--- src/rtl/pg_sequencer.sv ---
// Product-gate step sequencer: arms on a command, waits for the next word-pair
// boundary, then drives the decoded product-gate controls for a counted number of pairs.
module pg_sequencer #(
  parameter int CNT_W = 7
) (
  input  logic             CLOCK,
  input  logic             rst_n,
  input  logic             T29,
  input  logic             CE,
  input  logic             cmd_valid,
  output logic             cmd_ready,
  input  logic [2:0]       cmd_op,
  input  logic [CNT_W-1:0] cmd_count,
  input  logic             norm_hit,
  input  logic             abort,
  output logic             DS,
  output logic             S5,
  output logic             S6,
  output logic             SU,
  output logic             SV,
  output logic             SW,
  output logic             SX,
  output logic             CIR_3,
  output logic             CIR_4,
  output logic             last_pair,
  output logic             busy,
  output logic             done,
  output logic             err,
  output logic [CNT_W-1:0] steps_left
);

  typedef enum logic [1:0] {IDLE, ARM, RUN, DONE} state_t;

  typedef struct packed {
    logic ds;
    logic s5;
    logic s6;
    logic su;
    logic sv;
    logic sw;
    logic sx;
    logic cir3;
    logic cir4;
  } ctl_t;

  localparam logic [2:0] OP_NORM = 3'd5;

  state_t           state_q;
  logic [2:0]       op_q;
  logic [CNT_W-1:0] cnt_q;
  logic [CNT_W-1:0] cnt_d;
  logic             abort_pend_q;
  ctl_t             ctl_q;
  logic             last_pair_q;
  logic             busy_q;
  logic             done_q;
  logic             err_q;
  logic [CNT_W-1:0] steps_left_q;
  logic             pb;
  logic             run_stop;

  function automatic ctl_t decode_ctl(input logic [2:0] op);
    ctl_t c;
    c    = '0;
    c.ds = 1'b1;
    case (op)
      3'd0:    begin c.s5 = 1'b1; c.sx = 1'b1; c.cir4 = 1'b1; end
      3'd1:    begin c.s5 = 1'b1; c.sx = 1'b1; c.cir3 = 1'b1; end
      3'd2:    begin c.s6 = 1'b1; c.sw = 1'b1; end
      3'd3:    begin c.s6 = 1'b1; c.sv = 1'b1; end
      3'd4:    c.s6 = 1'b1;
      3'd5:    begin c.s6 = 1'b1; c.su = 1'b1; end
      default: c = '0;
    endcase
    return c;
  endfunction

  assign pb       = T29 & CE;
  assign cnt_d    = cnt_q - CNT_W'(1);
  // A mid-pair abort is remembered and honoured at the pair boundary so a pair is never cut short.
  assign run_stop = (cnt_q == CNT_W'(1)) || ((op_q == OP_NORM) && norm_hit) ||
                    abort || abort_pend_q;

  // NOTE: every register here, including the controls, takes the async reset so the
  // product gates drop the instant rst_n falls; all state updates use non-blocking <=.
  always_ff @(posedge CLOCK or negedge rst_n) begin
    if (!rst_n) begin
      state_q      <= IDLE;
      op_q         <= '0;
      cnt_q        <= '0;
      abort_pend_q <= 1'b0;
      ctl_q        <= '0;
      last_pair_q  <= 1'b0;
      busy_q       <= 1'b0;
      done_q       <= 1'b0;
      err_q        <= 1'b0;
      steps_left_q <= '0;
    end else begin
      done_q <= 1'b0;
      err_q  <= 1'b0;
      case (state_q)
        IDLE: begin
          if (cmd_valid) begin
            op_q         <= cmd_op;
            cnt_q        <= cmd_count;
            abort_pend_q <= 1'b0;
            if (cmd_op[2:1] == 2'b11) begin
              err_q <= 1'b1;
            end else if (cmd_count == '0) begin
              state_q      <= DONE;
              done_q       <= 1'b1;
              steps_left_q <= '0;
            end else begin
              state_q <= ARM;
              busy_q  <= 1'b1;
            end
          end
        end
        ARM: begin
          if (abort) begin
            state_q      <= DONE;
            busy_q       <= 1'b0;
            done_q       <= 1'b1;
            steps_left_q <= cnt_q;
          end else if (pb) begin
            state_q     <= RUN;
            ctl_q       <= decode_ctl(op_q);
            last_pair_q <= (cnt_q == CNT_W'(1));
          end
        end
        RUN: begin
          if (pb) begin
            cnt_q <= cnt_d;
            if (run_stop) begin
              state_q      <= DONE;
              ctl_q        <= '0;
              last_pair_q  <= 1'b0;
              busy_q       <= 1'b0;
              done_q       <= 1'b1;
              steps_left_q <= cnt_d;
            end else begin
              last_pair_q <= (cnt_q == CNT_W'(2));
            end
          end else if (abort) begin
            abort_pend_q <= 1'b1;
          end
        end
        DONE:    state_q <= IDLE;
        default: state_q <= IDLE;
      endcase
    end
  end

  assign cmd_ready  = (state_q == IDLE);
  assign DS         = ctl_q.ds;
  assign S5         = ctl_q.s5;
  assign S6         = ctl_q.s6;
  assign SU         = ctl_q.su;
  assign SV         = ctl_q.sv;
  assign SW         = ctl_q.sw;
  assign SX         = ctl_q.sx;
  assign CIR_3      = ctl_q.cir3;
  assign CIR_4      = ctl_q.cir4;
  assign last_pair  = last_pair_q;
  assign busy       = busy_q;
  assign done       = done_q;
  assign err        = err_q;
  assign steps_left = steps_left_q;

endmodule
--- config.mk ---
export PLATFORM = sky130hd
export DESIGN_NAME = pg_sequencer
export DESIGN_NICKNAME = d
export VERILOG_FILES = /design/src/rtl/pg_sequencer.sv
export SDC_FILE = /design/constraint.sdc
export NUM_CORES = 1
export LEC_CHECK = 0
export CORE_ASPECT_RATIO = 0.9
export CORE_UTILIZATION = 30
export DETAILED_ROUTE_END_ITERATION = 16
export GPL_ROUTABILITY_DRIVEN = 0
export HOLD_SLACK_MARGIN = 0.03
export SLEW_MARGIN = 30
export SYNTH_ARGS = -nofsm -noshare
export SYNTH_HDL_FRONTEND = slang
export SYNTH_SLANG_ARGS = --single-unit
--- constraint.sdc ---
create_clock -name CLOCK -period 2.6 [get_ports CLOCK]
set_input_delay 0.52 -clock CLOCK [delete_from_list [all_inputs] [get_ports CLOCK]]
set_output_delay 0.52 -clock CLOCK [all_outputs]
set_load 0.02 [all_outputs]
==> metrics.md <==
| Metric | Value |
|---|---|
| Clk buf depth | 2 |
| CP Max Fanout | 10 |
| Clk sink count | 32 |
| GRT Overall Usage | 14.2% |
| Pwr Total | 2.97 mW |
| Vias in the first global route | 1468 |
| Core area | 6220 um2 |
| DR WL/cell | 14.4 um |
| R2R Setup Slk | 0.38 ns |
| Min cycle time layout | 2.39 ns |
| Setup CP Type | register to output port |
| Port bufs | 37 |
| Sequential fraction of the synthesis area | 41.0% |
| Pwr/cell area | 1200 nW/um2 |
| Pre-antenna DRT Iters | 4 |
| Vias | 1560 |
| Fmax | 418 MHz |
| Syn avg cell area | 10.3 um2 |
| Post-synth top flop | dfrtp_1 |
| RR Endpoint | steps_left[6]$_DFFE_PN0P_ |
| Min-delay src | S6$_DFFE_PN0P_ |
| Area Overhead vs Synth | 26.7% |
| Detail Placement HPWL | 3.40 mm |
| CTS root buf | clkbuf_8 |
| Post-route ant nets | 0 |
| Total CTS buffers | 5 |
| N_diodes | 0 |
| Slew @ Worst Pin | 0.530 ns |
| Synthesis Warnings | 0 |
| Area contributors post-synth | dfrtp_1, mux2_2, ha_1 |
| Initial antenna violation count | 0 |
| Most frequent cell after synthesis | dfrtp_1 |
| Mapped Area | 1950 um2 |
| Die area | 6840 um2 |
| Startpoint Class | register |
| Max capacitance violation total | 0 |
| Clock Skew | 0.00605 ns |
| Req. time, crit path | 2.08 ns |
| Part of the cycle the worst path needs | 92.1% |
| Slowest cell on the critical path | clkdlybuf4s50_1 |
| Clk Latency, worst-skew pair | 0.28 ns |
| Worst reg-to-reg path cell count | 6 |
| Post-Syn Instances | 190 |
| Residual DRC count | 0 |
| Leakage power total | 1.02 nW |
| Worst VDD drop | 0.000381 V |
| Setup Viol. Count Final | 0 |
| Crit path depth | 3 |
| Slowest stage delay, CP | 0.68 ns |
| Post-synth top area cell | dfrtp_1 |
| Rows | 27 |
| 1st-iter DRT viols | 96 |
| Crit path cell chain | inv_1 > ha_1 > clkdlybuf4s50_1 |
| Synth top area share | 41.0% |
| Total wire length | 4.57 mm |
| Die Span X | 87.1 um |
| Hold crit path type | register to register |
| Unrepaired setup endpoints after global routing | false |
| Share of the core filled with cells | 39.8% |
| #FFs+latches synth | 32 |
| CTS H-Tree Depth | 2 |
| Cell family with most CP delay | buffers and inverters |
| Post-synth top cells | dfrtp_1, nand2_1, mux2_2 |
| # nets final | 252 |
| Async SR Flop Fraction | 100% |
| Final Hold Fails | 0 |
| Crit path capture type | output port |
| Yosys cell types | 54 |
| Worst-path clk slew | 0.07 ns |
| First-pass GRT wire length | 7.34 mm |
| Status | complete, no violations |
| Layout cell share with drive strength beyond 1 | 19.2% |
| WP buf/inv | 2 |
| CTS tree | done |
| Pin count of the biggest net entering global routing | 33 |
| Initial Utilization | 31.4% |
| Die H | 78.6 um |
| Vias per cell | 4.94 |
| Total gr overflow | 0 |
| # hold bufs at CTS | 0 |
| Rel. slew slack | 64.7% |
| Worst reg2reg startpoint | state_q[0]$_DFFE_PN0P_ |
| Crit path DAT | 1.87 ns |
| # resized after CTS | 0 |
| Slew Limit Fails | 0 |
| Post-CTS setup buffer count | 0 |
| Syn Nets | 214 |
| Post-synth EDFFs | 0 |
| I/O pin count | 38 |
| CP Launch Point | state_q[0]$_DFFE_PN0P_ |
| Critical Path Sink | cmd_ready |
metrics by stage:
| step | hold WS, ns | setup slack [ns] | setup TNS (ns) | area [um2] | std cells |
|---|---|---|---|---|---|
| floorplan | 0.224 | 0.512 | 0 | 1950 | 190 |
| finish | 0.494 | 0.205 | 0 | 2480 | 316 |
| detailed placement | 0.484 | -0.00151 | -0.00151 | 2380 | 308 |
| global placement | 0.482 | 0.0288 | 0 | 2380 | 308 |
| global route | 0.516 | 0.108 | 0 | 2480 | 316 |
| CTS | 0.501 | 0.185 | 0 | 2480 | 316 |
cell usage in the layout (no fill, tap or decap), types with 5 or more instances in the layout:
cell type and count:
clkdlybuf4s50_1 37, dfrtp_1 32, nand2_1 16, mux2_2 14
o21ai_0 12, nor2_1 11, inv_1 10, ha_1 7
buf_4 7, a21oi_1 6, clkbuf_8 6, a22oi_1 5
cells by family (layout without fill, tap and decap cells):
group,after synthesis,after routing,share of synthesized area [%]
AND/OR/NAND/NOR,59,59,17.2
flip-flops,32,32,41.0
multiplexers,14,14,8.07
adder cells (fa/ha/maj),7,7,4.48
XOR/XNOR,2,2,0.896
buffers and inverters,23,62,7.23
AO/OA/AOI/OAI,53,53,21.1
area by class of cell:
class	count	area, um2
fillers	647	3740
multi-input cells	135	1010
flip-flops and latches	32	801
repair buffers	44	423
well taps	87	109
clock buffers	7	86.3
inverters	10	37.5
clock inverters	1	7.51
power by group:
part           total (mW)  internal, mW  leakage [nW]  switching (mW)
combinational        1.64         0.796         0.558           0.843
sequential          0.933         0.703         0.415           0.230
clock               0.402         0.215        0.0445           0.187
routing by layer:
layer	routed length, um	GRT usage, %
met5	0	0
met4	79	6.00
met3	150	2.73
met2	2000	20.7
met1	2340	20.2
flip-flops by register name, summed over array words and instances (netlist names), 2 cells and up:
register	flops
op_q	3
steps_left	7
state_q	2
cnt_q	7
worst min path at each step:
stage / endpoint / slack (ns) / cells past startpoint
global placement: DS$_DFFE_PN0P_ / 0.48 / 1
finish: S6$_DFFE_PN0P_ / 0.49 / 1
floorplan: CIR_3$_DFFE_PN0P_ / 0.22 / 0
global route: DS$_DFFE_PN0P_ / 0.52 / 1
CTS: S6$_DFFE_PN0P_ / 0.50 / 1
detailed placement: S6$_DFFE_PN0P_ / 0.48 / 1
No activity file was read; power rests on OpenSTA's default activity.
